`config.mk`:
```
export PLATFORM = sky130hd
export DESIGN_NAME = fifo_pkt_framer
export DESIGN_NICKNAME = d
export VERILOG_FILES = /design/src/rtl/fifo_pkt_framer.sv
export SDC_FILE = /design/constraint.sdc
export NUM_CORES = 1
export LEC_CHECK = 0
export BUFFER_PORTS_ARGS = -buffer_cell sky130_fd_sc_hd__buf_4
export CORE_MARGIN = 4
export CORE_UTILIZATION = 45
export CTS_BUF_LIST = sky130_fd_sc_hd__clkbuf_4
export DETAILED_ROUTE_END_ITERATION = 6
export MAX_ROUTING_LAYER = met4
export PLACE_DENSITY = 0.65
export SLEW_MARGIN = 25
export SYNTH_ARGS = -nofsm -noshare
export SYNTH_HDL_FRONTEND = slang
export SYNTH_SLANG_ARGS = --single-unit
```
`constraint.sdc`:
```
create_clock -name clk -period 4.7 [get_ports clk]
set_input_delay 0.235 -clock clk [delete_from_list [all_inputs] [get_ports clk]]
set_output_delay 0.235 -clock clk [all_outputs]
set_load 0.02 [all_outputs]
```
`src/rtl/fifo_pkt_framer.sv`:
```
// Pops words from a synchronous FIFO, groups them into fixed-length packets and appends a
// modular-sum checksum beat; output is a valid/ready stream backed by a 2-entry buffer.
module fifo_pkt_framer #(
   parameter int unsigned DATA_WIDTH = 32,
   parameter int unsigned PKT_WORDS  = 4
) (
   input  logic                  clk,
   input  logic                  rst_n,
   input  logic                  en,
   input  logic                  fifo_empty,
   input  logic [DATA_WIDTH-1:0] fifo_data,
   output logic                  fifo_cs,
   output logic                  fifo_rd_en,
   output logic                  m_valid,
   input  logic                  m_ready,
   output logic [DATA_WIDTH-1:0] m_data,
   output logic                  m_last
);

   localparam int unsigned CW = $clog2(PKT_WORDS + 1);
   localparam logic [CW-1:0] PktCnt = CW'(PKT_WORDS);

   typedef enum logic {StFetch, StCsum} state_t;

   state_t                state_q, state_d;
   logic [CW-1:0]         issued_q, issued_d;
   logic [CW-1:0]         captured_q, captured_d;
   logic [DATA_WIDTH-1:0] csum_q, csum_d;
   logic                  inflight_q;

   logic [DATA_WIDTH-1:0] buf_data_q [2];
   logic                  buf_last_q [2];
   logic                  wr_ptr_q, rd_ptr_q;
   logic [1:0]            occ_q, occ_d;

   logic                  pop;
   logic                  push;
   logic [DATA_WIDTH-1:0] push_data;
   logic                  push_last;
   logic [2:0]            level;

   assign m_valid = (occ_q != 2'd0);
   assign pop     = m_valid && m_ready;
   assign m_data  = m_valid ? buf_data_q[rd_ptr_q] : '0;
   assign m_last  = m_valid && buf_last_q[rd_ptr_q];
   assign fifo_cs = fifo_rd_en;

   // Buffer slots already claimed after this cycle's pop, counting the word in flight.
   assign level = {1'b0, occ_q} + {2'b00, inflight_q} - {2'b00, pop};

   // Gated by rst_n so the request is also low while reset is held.
   assign fifo_rd_en = rst_n && en && !fifo_empty && (state_q == StFetch) &&
                       (issued_q < PktCnt) && (level < 3'd2);

   always_comb begin
      state_d    = state_q;
      issued_d   = issued_q;
      captured_d = captured_q;
      csum_d     = csum_q;
      push       = 1'b0;
      push_data  = fifo_data;
      push_last  = 1'b0;

      if (fifo_rd_en) begin
         issued_d = issued_q + CW'(1);
      end

      if (inflight_q) begin
         push       = 1'b1;
         csum_d     = csum_q + fifo_data;
         captured_d = captured_q + CW'(1);
         if (captured_d == PktCnt) begin
            state_d = StCsum;
         end
      end

      // No capture can coincide with this: CSUM is entered after the last capture.
      if (state_q == StCsum && (occ_q != 2'd2 || pop)) begin
         push       = 1'b1;
         push_data  = csum_q;
         push_last  = 1'b1;
         csum_d     = '0;
         issued_d   = '0;
         captured_d = '0;
         state_d    = StFetch;
      end
   end

   always_comb begin
      occ_d = occ_q;
      case ({push, pop})
         2'b10:   occ_d = occ_q + 2'd1;
         2'b01:   occ_d = occ_q - 2'd1;
         default: occ_d = occ_q;
      endcase
   end

   always_ff @(posedge clk or negedge rst_n) begin
      if (!rst_n) begin
         state_q    <= StFetch;
         issued_q   <= '0;
         captured_q <= '0;
         csum_q     <= '0;
         inflight_q <= 1'b0;
      end else begin
         state_q    <= state_d;
         issued_q   <= issued_d;
         captured_q <= captured_d;
         csum_q     <= csum_d;
         inflight_q <= fifo_rd_en;
      end
   end

   always_ff @(posedge clk or negedge rst_n) begin
      if (!rst_n) begin
         for (int i = 0; i < 2; i++) begin
            buf_data_q[i] <= '0;
            buf_last_q[i] <= 1'b0;
         end
         wr_ptr_q <= 1'b0;
         rd_ptr_q <= 1'b0;
         occ_q    <= 2'd0;
      end else begin
         if (push) begin
            buf_data_q[wr_ptr_q] <= push_data;
            buf_last_q[wr_ptr_q] <= push_last;
            wr_ptr_q             <= ~wr_ptr_q;
         end
         if (pop) begin
            rd_ptr_q <= ~rd_ptr_q;
         end
         occ_q <= occ_d;
      end
   end

endmodule

```
======== Word level (Yosys, flattened, before mapping) ========
Index checks and enable logic that the tools add are counted.
storage, ports and cells
  flip-flop bits (word level) ............. 110
  output and inout bits ................... 36
  logic and storage cells ................. 77
  input bits .............................. 37
operators by class
  order comparisons ....................... 5
  muxes and demuxes ....................... 27
  reduce and logical (&&, ||, !) cells .... 17
  add/sub/neg operators ................... 7
  equality and inequality tests ........... 4
  bitwise operators ....................... 5
operators by type and width
  cell                                                                    count
  32-bit 2-to-1 mux                                                       8
  64-bit bitwise mux                                                      1
  32-bit adder                                                            1
  32-bit demux with 1-bit select                                          1
  3-bit 2-to-1 mux                                                        4
  1-bit 2-to-1 mux                                                        10
  2-bit nonzero test                                                      5
  1-bit logical AND                                                       9
  3-bit by 1-bit adder with 3-bit output (second input constant)          2
  2-bit >= comparator (second input constant)                             2
  1-bit NOT with 2-bit output                                             2
  2-bit one-hot mux with 2 select lines                                   1
  2-bit by 1-bit adder with 3-bit output                                  1
  3-bit equality test (second input constant)                             1
  3-bit by 2-bit < comparator with 1-bit output (second input constant)   1
  3-bit < comparator (second input constant)                              1
  1-bit NOT                                                               3
  3-bit by 1-bit subtractor with 3-bit output                             1
  2-bit by 1-bit adder with 2-bit output (second input constant)          1
  2-bit bitwise mux                                                       1
  2-bit by 1-bit equality test with 1-bit output (second input constant)  1
  2-bit equality test (second input constant)                             1
  2-bit by 1-bit < comparator with 1-bit output (second input constant)   1
  2-bit != test (second input constant)                                   1
  other kinds (5)                                                         5

======== Logic depth before layout (Yosys ltp) ========
Gate-level depths: netlist of the first run.
  depth in word-level cells ............... 7
  depth in mapped cells ................... 12
  depth with buffers taken out ............ 12

======== Worst setup path before layout of the first run ========
OpenSTA, ideal clock, no wires.
  path kind ............................... reg-to-output
  start ................................... register occ_q[0]
  end ..................................... output port fifo_rd_en
  path slack .............................. 0.878 ns
  arrival time ............................ 3.587 ns
  stages on the path, launching flop included .. 11
  buffers on the path ..................... 2
  data required time ...................... 4.465 ns
  cells stage by stage .................... dfrtp_1 -> clkbuf_1 -> nor2_1 -> inv_1 -> and2_1 -> ha_1 -> nand2b_1 -> fa_1 -> nand4b_1 -> nor4_1 -> buf_4
between the ends
  longest elaborated chain between the ends .. 5
  elaborated cells on any way between the ends .. 6
  classes of those cells .................. add/sub: 2; order compare: 1; reduce/logical: 3
ends and longest elaborated chain
  what                                           RTL line  RTL
  start, declared                                34        logic [1:0] occ_q, occ_d;
  start signal, assigned                         122       occ_q <= 2'd0;
  start signal, assigned                         132       occ_q <= occ_d;
  2-bit nonzero test                             42        assign m_valid = (occ_q != 2'd0);
  net m_valid                                    14        output logic m_valid,
  1-bit logical AND                              43        assign pop = m_valid && m_ready;
  net pop                                        36        logic pop;
  3-bit by 1-bit subtractor with 3-bit output    49        assign level = {1'b0, occ_q} + {2'b00, inflight_q} - {2'b00, pop};
  3-bit by 2-bit < comparator with 1-bit output  53        (issued_q < PktCnt) && (level < 3'd2);
  1-bit logical AND                              53
  end, declared                                  13        output logic fifo_rd_en,
The timed path passes the listed nets, and every way through them passes these cells.

======== Final worst setup path of the first run ========
  start ................................... register occ_q[1]
  end ..................................... output port fifo_cs
between the ends
  longest elaborated chain between the ends .. 5
  elaborated cells on any way between the ends .. 6
  classes of those cells .................. add/sub: 2; order compare: 1; reduce/logical: 3
ends and longest elaborated chain
  what                                           RTL line  RTL
  2-bit nonzero test                             42
  1-bit logical AND                              43
  net pop                                        36
  3-bit by 1-bit subtractor with 3-bit output    49
  3-bit by 2-bit < comparator with 1-bit output  53
  1-bit logical AND                              53
  end, declared                                  12        output logic fifo_cs,
The timed path passes the listed nets, and every way through them passes these cells.

==> results of run 1 <==
## through the flow
| step | hold slack, ns | instance area [um^2] |
|---|---|---|
| after floorplan | -0.06059 | 6600 |
| after global placement | 0.2254 | 7241 |
| after detailed placement | 0.2285 | 7246 |
| after CTS | 0.02949 | 7398 |
| after global routing | 0.04388 | 7408 |
| final | 0.05477 | 7408 |
## how the worst max path moves through the flow
stage / start / end / slack (ns) / cells past startpoint
final: occ_q[1]$_DFFE_PN0P_ / fifo_cs / 1.18 / 9
after global routing: occ_q[1]$_DFFE_PN0P_ / fifo_cs / 0.99 / 9
after CTS: occ_q[1]$_DFFE_PN0P_ / fifo_cs / 0.84 / 9
after detailed placement: occ_q[1]$_DFFE_PN0P_ / fifo_cs / 1.43 / 9
after global placement: occ_q[1]$_DFFE_PN0P_ / fifo_cs / 1.58 / 9
after floorplan: occ_q[0]$_DFFE_PN0P_ / fifo_rd_en / 0.88 / 10
## metal layers
layer | up-vias | share of wire, %
li1 | 2525 | -
met2 | 88 | 44
met5 | - | 0
met3 | 23 | 3.2
met1 | 2456 | 51
met4 | 0 | 2.2
## area by class of cell
cell class | instances | area [um^2]
Tap cell | 180 | 225.2
Timing Repair Buffer | 80 | 609.3
Multi-Input combinational cell | 534 | 3635
Clock inverter | 7 | 65.06
Fill cell | 1350 | 6688
Sequential cell | 110 | 2758
Inverter | 13 | 48.80
Clock buffer | 9 | 67.56
## state kept, by name, summed over array words and instances (netlist names)
signal	cells
captured_q	3
buf_last_q	2
buf_data_q	64
inflight_q	1
rd_ptr_q	1
wr_ptr_q	1
state_q	1
csum_q	32
issued_q	3
occ_q	2
## Yosys cell counts, types with 3 or more instances
library cell	number
o21bai_1	3
and3_1	3
clkbuf_8	3
clkbuf_1	21
xnor2_1	21
a211oi_1	6
nor3_1	5
nor2_1	114
nor2b_1	5
a21o_1	15
buf_2	8
dfrtp_1	110
a21o_2	4
xor2_1	14
o211ai_1	3
inv_1	13
o21a_1	6
mux2i_1	86
o21ai_0	48
a21oi_1	59
a31oi_1	4
o22ai_1	3
nand2b_1	4
nand2_1	55
ha_1	36
## power by group
part           internal (W)  switching [W]  total (W)  leakage (nW)
Sequential          0.00135       0.000345    0.00169          1.35
Combinational       0.00121        0.00148    0.00269          2.29
Clock              0.000159       0.000309   0.000468        0.0747
Total               0.00272        0.00213    0.00485          3.71
## worst max-delay path: stages, from the launching register on
cell,delay (ns)
dfrtp_1,0.49
nor2_2,0.15
inv_1,0.06
and2_1,0.19
ha_1,0.30
nand2b_1,0.16
fa_1,0.49
nand4b_1,0.11
nor4_2,0.59
buf_4,0.26
## cell families (layout without fill, tap and decap cells)
logic type      count (synthesis)  after routing  synth area share [%]
compound gates                172            172                 16.64
xor+xnor                       35             35                 4.645
fa+ha+maj                      38             38                 7.431
buf+inv                        50            109                 3.583
flops                         110            110                 41.71
mux                            86             86                 13.04
simple gates                  203            203                 12.95
## repair_timing
action / CTS / global route
setup endpoints to repair: 0 / 0
hold buffers: 2 / 0
endpoints found under the hold margin: 36 / 0
resized for setup: 0 / 0
==> results.cfg, run 1 <==
[sta]
tightest_slew_ns = 0.8320
fin_ws_ns = 1.179
fin_skew_ns = 0.01990
setup_viol = 0
rsz0062_at_grt = no
setup_tns_ns = 0
finalCriticalPeriod_ns = 3.521
slew-limit-headroom_pct = 44.41
finalHoldViolCount = 0
max_freq_mhz = 284.0
slew_viol_final = 0
fin_crit_sh_pct = 74.91

[global_routing]
grt_pass1_vias = 5097
track_usage_pct = 19.68
top_usage_layer = met2
grt_use_met2_pct = 29.36
grt_pass1_wl_um = 25310
antenna_found_initial = 0
gr-usage-met1_pct = 27.24
grt_start_max_net_pins = 76
overflow = 0
grtUsageMet3_pct = 2.679

[drt]
avgViaCountPerCell = 5.458
avgRoutedWirePerCell_um = 16.24
drt_wl_total_um = 15150
drc = 0
first_iter_violations = 323
first_pass_iters = 5
vias = 5092
final_antenna_net_count = 0

[final_layout]
layout_commonest_cell = nor2_1
nets = 823
antenna_cells = 0
final_cells = 933
final_core_util_pct = 52.56
drive_gt1_share_pct = 15.80
area.growth.synth_to_final_pct = 12.25
final_cell_mix = 113 x nor2_1, 108 x dfrtp_1, 86 x mux2i_1

[clock_tree]
cts_setup_buffers = 0
cts_tree = yes
insertion_delay_ns = 0.50
clk_pin_slew_worst_paths_ns = 0.16
root_buffer = clkbuf_4
clockBufferDepth = 2
cts_sinks = 110
htree_levels = 3
cts-buffers-inserted = 9

[logic_synthesis]
synth_top_area_share_pct = 41.71
yosysTopAreaCell = dfrtp_1
synth-seq-area-share_pct = 41.71
async_reset_ff_share_pct = 100.0
synth_area_leaders = dfrtp_1 42%, mux2i_1 13%, ha_1 6.8%
ys_ff_latch = 110
yosys_warnings = 0
synthDistinctLibCells = 58
syn_area_per_cell_um2 = 9.510
synth_nets = 769
synthesis.area_um2 = 6600
synth_edf_count = 0
postSynthCellCount = 694
synth-main-ff-cell = dfrtp_1

[worst_setup_path]
endpoint_kind = output port
critPathArrivalTime_ns = 3.29
r2r_cells = 12
cp_data_required_time_ns = 4.47
r2r_slack_ns = 1.72
r2r-end = csum_q[30]$_DFFE_PN0P_
crit_fanout = 6
timing.rr.start = csum_q[0]$_DFFE_PN0P_
path_class = reg2out
start_kind = register

[worst_hold_path]
worstHoldStart = m_ready
worstHoldPathCells = 4
holdPathEnd = state_q$_DFFE_PN0P_
hold_class = in2reg

[status]
status = finished clean

[floorplanning]
die_area_um2 = 16670
fp.dieH_um = 129.1
rows = 43
die_x_um = 129.1
pin_count = 73
start_util_pct = 46.82
core_area_um2 = 14100

[job]
maxCapViolations = 0

[pwr]
ir_worst_vdd_mv = 0.3286
power.total_w = 0.004849
power.leakage_nw = 3.713
power.density_nw_per_um2 = 654.6

[placed_design]
preCtsSetupSlack_ns = 1.429
port_buffers = 72
place_congestion = 0.9169
dpl.cell_count = 915
dpl.hpwl_um = 10890
(Power assumes the default switching activity.)
==> inputs of run 2 (changes only) <==
Clock period 4.7 ns to 3.55 ns, I/O delays scaled along.
==> run 2 against run 1 <==
  * Clock-buffer cell count is 2 higher
  * Global-route usage is 0.12 points higher
  * Register-to-register slack worse by 1.2 ns
  * Critical path type unchanged
  * Critical endpoint unchanged
  * Largest cell class unchanged
==> results.cfg, run 2 (synthesized netlist as in run 1, its figures left out) <==
[status]
status = finished clean

[clock_tree]
insertion_delay_ns = 0.47
htree_levels = 3
clk_pin_slew_worst_paths_ns = 0.15
cts-buffers-inserted = 9
cts_tree = yes
cts_setup_buffers = 0
clockBufferDepth = 2
cts_sinks = 110
root_buffer = clkbuf_4

[sta]
finalCriticalPeriod_ns = 3.297
max_freq_mhz = 303.4
fin_skew_ns = 0.01333
tightest_slew_ns = 0.7967
rsz0062_at_grt = no
fin_crit_sh_pct = 92.86
setup_tns_ns = 0
setup_viol = 0
slew-limit-headroom_pct = 46.88
slew_viol_final = 0
finalHoldViolCount = 0

[pwr]
ir_worst_vdd_mv = 0.5011
combPwrFrac_pct = 54.9
p_int_w = 0.003688
power.leakage_nw = 3.733
swShare_pct = 43.27
seqPwrFrac_pct = 34.5
power.density_nw_per_um2 = 871.8
pwr-share-clk_pct = 10.6
switchingPower_w = 0.002812

[final_layout]
final_cells = 935
final_core_util_pct = 52.89
final_cell_mix = 113 x nor2_1, 108 x dfrtp_1, 86 x mux2i_1
nFillCells = 1320
nets = 826
regMostFlops = buf_data_q
reg_top3 = buf_data_q: 64 flops, csum_q: 32 flops
largest_reg_flops = 64
area.growth.synth_to_final_pct = 12.97
multi_input_area_um2 = 3641
drive_gt1_share_pct = 16.16
regArea_um2 = 2758
layout_commonest_cell = nor2_1
antenna_cells = 0

[drt]
wl_met2_um = 6812
avgViaCountPerCell = 5.437
vias = 5084
wl_met3_um = 590
avgRoutedWirePerCell_um = 16.29
first_pass_iters = 4
wl_met1_um = 7590
top_layer = met4
drc = 0
first_iter_violations = 260
drt_wl_total_um = 15230
final_antenna_net_count = 0

[placed_design]
dpl.hpwl_um = 10930
dpl.cell_count = 918
place_congestion = 0.9357
port_buffers = 72

[floorplanning]
start_util_pct = 46.82
core_area_um2 = 14100
fp.dieH_um = 129.1
pin_count = 73
die_area_um2 = 16670
rows = 43
die_x_um = 129.1

[worst_setup_path]
endpoint_kind = output port
start_kind = register
cp_data_required_time_ns = 3.37
path_class = reg2out
critPathArrivalTime_ns = 3.12
r2r_cells = 12
crit_fanout = 6

[global_routing]
antenna_found_initial = 0
grt_pass1_vias = 5163
grt_start_max_net_pins = 65
overflow = 0
track_usage_pct = 19.81
grt_pass1_wl_um = 25740

[worst_hold_path]
hold_class = in2reg
worstHoldPathCells = 4

[job]
maxCapViolations = 0
## run 2: final timing paths
path	startpoint	endpoint	slack (ns)
setup / recovery	occ_q[1]$_DFFE_PN0P_	fifo_cs	0.25
hold / removal	m_ready	state_q$_DFFE_PN0P_	0.03
setup reg to reg	csum_q[0]$_DFFE_PN0P_	csum_q[30]$_DFFE_PN0P_	0.56
hold reg to reg	buf_data_q[53]$_DFFE_PN0P_	buf_data_q[53]$_DFFE_PN0P_	0.49
max in group asynchronous	rst_n	inflight_q$_DFF_PN0_	1.98
min in group asynchronous	rst_n	buf_data_q[34]$_DFFE_PN0P_	0.25
## run 2: cell type report
class                   count  share of cell area, %
multi-input cells         534                  48.83
flip-flops and latches    110                  36.99
repair buffers             83                  8.424
well taps                 180                  3.021
clock buffers              11                  1.108
clock inverters             4                 0.9733
inverters                  13                 0.6545
## run 2: worst max-delay path, stage by stage (launching register included)
cell      delay, ns
dfrtp_1        0.49
nor2_2         0.16
inv_1          0.06
and2_1         0.20
ha_1           0.27
nand2b_1       0.15
fa_1           0.50
nand4b_1       0.16
nor4_4         0.44
buf_4          0.22
## run 2: power groups by stage
stage | clock network [W] | registers [W] | logic, W
global route | 0.000754 | 0.00232 | 0.00399
floorplan | 0 | 0.00206 | 0.00271
finish | 0.000688 | 0.00224 | 0.00357
detailed placement | 0 | 0.00228 | 0.00357
global placement | 0 | 0.00224 | 0.00349
CTS | 0.000712 | 0.00225 | 0.00359
## run 2: what timing repair did
action,CTS,global route
setup endpoints to repair,0,2
gates resized for setup,0,1
hold endpoints to repair,50,0
hold buffers,2,0
## run 2: layer usage
metal	GRT usage, %	vias to the layer above
met3	2.556	16
met1	27.93	2442
li1	-	2534
met2	29.88	92
met4	6.238	0
met5	-	-
## run 2: through the flow
stage,instance area (um^2),total power (W),hold WS [ns],worst slack [ns]
after floorplan,6606,0.004773,-0.1181,0.2218
after CTS,7447,0.006546,0.001640,0.07134
after global routing,7456,0.007067,0.03920,0.05897
final,7456,0.006500,0.03047,0.2535
after global placement,7269,0.005725,0.2393,0.6999
after detailed placement,7272,0.005845,0.2421,0.5978
==> inputs of run 3 (changes only) <==
Settings changed: CORE_UTILIZATION 45 to 50, PLACE_DENSITY 0.65 to 0.71, SLEW_MARGIN 25 to 40.
Clock period 3.55 ns to 4.25 ns, I/O delays scaled along.
==> run 3 against run 2 <==
  * Global-route usage up 2.4 points
  * Final cell count down 1.1%
  * Sequential share of layout area up 0.14 points
  * Via count up 1.9%
  * Flip-flop and latch count unchanged
  * Die area down 9.4%
  * Clock-buffer cell count down 2
==> results.cfg, run 3 (synthesized netlist as in run 1, its figures left out) <==
[drt]
avgViaCountPerCell = 5.601
vias = 5181
avgRoutedWirePerCell_um = 16.64
drc = 0
first_pass_iters = 5
final_antenna_net_count = 0
drt_wl_total_um = 15390
first_iter_violations = 327

[pwr]
power.leakage_nw = 3.724
power.density_nw_per_um2 = 735.8
ir_worst_vdd_mv = 0.4802

[global_routing]
overflow = 0
grt_pass1_vias = 5124
grt_start_max_net_pins = 72
grt_pass1_wl_um = 25480
antenna_found_initial = 0
track_usage_pct = 22.17

[sta]
finalCriticalPeriod_ns = 3.525
max_freq_mhz = 283.7
setup_tns_ns = 0
fin_skew_ns = 0.01049
rsz0062_at_grt = no
fin_crit_sh_pct = 82.93
slew_viol_final = 0
tightest_slew_ns = 0.8507
slew-limit-headroom_pct = 43.28
finalHoldViolCount = 0
setup_viol = 0

[worst_setup_path]
critPathArrivalTime_ns = 3.31
r2r_slack_ns = 1.25
path_class = reg2out
timing.rr.start = occ_q[1]$_DFFE_PN0P_
start_kind = register
r2r-end = issued_q[1]$_DFFE_PN0P_
r2r_cells = 10
cp_data_required_time_ns = 4.04
endpoint_kind = output port
crit_fanout = 6

[final_layout]
largest_reg_flops = 64
design_area_um2 = 7427
regMostFlops = buf_data_q
layout_commonest_cell = nor2_1
antenna_cells = 0
nets = 823
area.growth.synth_to_final_pct = 12.53
final_cell_mix = 113 x nor2_1, 108 x dfrtp_1, 86 x mux2i_1
reg_top3 = buf_data_q: 64 flops, csum_q: 32 flops
drive_gt1_share_pct = 15.80

[clock_tree]
cts_sinks = 110
cts_tree = yes
htree_levels = 3
cts-buffers-inserted = 9
insertion_delay_ns = 0.49
cts_resized = 0
clockBufferDepth = 2
clk_pin_slew_worst_paths_ns = 0.16
root_buffer = clkbuf_4

[worst_hold_path]
hold_class = in2reg
holdPathEnd = state_q$_DFFE_PN0P_
worstHoldPathCells = 4
worstHoldStart = m_ready

[floorplanning]
die_area_um2 = 15100
core_area_um2 = 12770
rows = 41
fp.dieH_um = 122.9
pin_count = 73
start_util_pct = 51.67
die_x_um = 122.9

[placed_design]
port_buffers = 72
dpl.hpwl_um = 11050
place_congestion = 0.9996
placed_cell_area_um2 = 7246

[status]
status = finished clean

[job]
maxCapViolations = 0
[run 3: cell types whose count changed in the layout (fill, tap and decap cells not counted)]
cell	delta
buf_4	-4
buf_6	+1
clkbuf_4	-2
clkinv_1	+1
inv_6	+2
nor4_2	+1
nor4_4	-1
or2_2	-1
or2_4	+1
[run 3: stage by stage]
stage	instances	utilization [%]	hold slack, ns	worst slack, ns	power (W)
after floorplan	694	-	-0.08309	0.4501	0.003984
after global placement	907	56.61	0.2199	1.166	0.004754
after detailed placement	907	56.72	0.2294	1.232	0.004888
after CTS	925	58.14	0.004964	0.6505	0.005494
after global routing	925	58.14	0.03281	0.4917	0.005912
final	925	58.14	0.04175	0.7253	0.005465
[run 3: worst max-delay path by stage]
stage,startpoint,to,slack (ns),cells past startpoint
2_1_floorplan,occ_q[0]$_DFFE_PN0P_,fifo_rd_en,0.45,10
3_3_place_gp,occ_q[1]$_DFFE_PN0P_,fifo_cs,1.17,9
3_5_place_dp,occ_q[1]$_DFFE_PN0P_,fifo_cs,1.23,9
4_1_cts,occ_q[1]$_DFFE_PN0P_,fifo_cs,0.65,9
5_1_grt,occ_q[1]$_DFFE_PN0P_,fifo_rd_en,0.49,9
6_report,occ_q[1]$_DFFE_PN0P_,fifo_cs,0.73,9
[run 3: layer usage]
metal / wire (um) / vias up / GRT usage, %
met5: 0 / - / -
met4: 237 / 0 / 7.138
met3: 707 / 19 / 3.065
met2: 7163 / 117 / 33.93
met1: 7282 / 2522 / 30.82
li1: - / 2523 / -
[run 3: area by class of cell]
class | instances | area (um^2)
multi-input cells | 534 | 3635
well taps | 172 | 215.2
clock buffers | 9 | 67.56
fillers | 1134 | 5346
clock inverters | 7 | 93.84
inverters | 13 | 48.80
repair buffers | 80 | 609.3
flip-flops and latches | 110 | 2758
[run 3: power by group]
group | switching (W) | internal, W | total (W)
clock | 0.000351 | 0.000240 | 0.000592
sequential | 0.000395 | 0.00149 | 0.00189
combinational | 0.00165 | 0.00134 | 0.00299
[run 3: timing repair]
item | 4_1_cts | 5_1_grt
hold endpoints to repair | 40 | 0
setup buffers | 0 | 0
hold buffers | 2 | 0
[run 3: worst max-delay path, cell delays in order (launching register included)]
cell      delay (ns)
dfrtp_1         0.49
nor2_2          0.16
inv_1           0.07
and2_1          0.20
ha_1            0.29
nand2b_1        0.16
fa_1            0.49
nand4b_1        0.11
nor4_2          0.61
buf_4           0.26
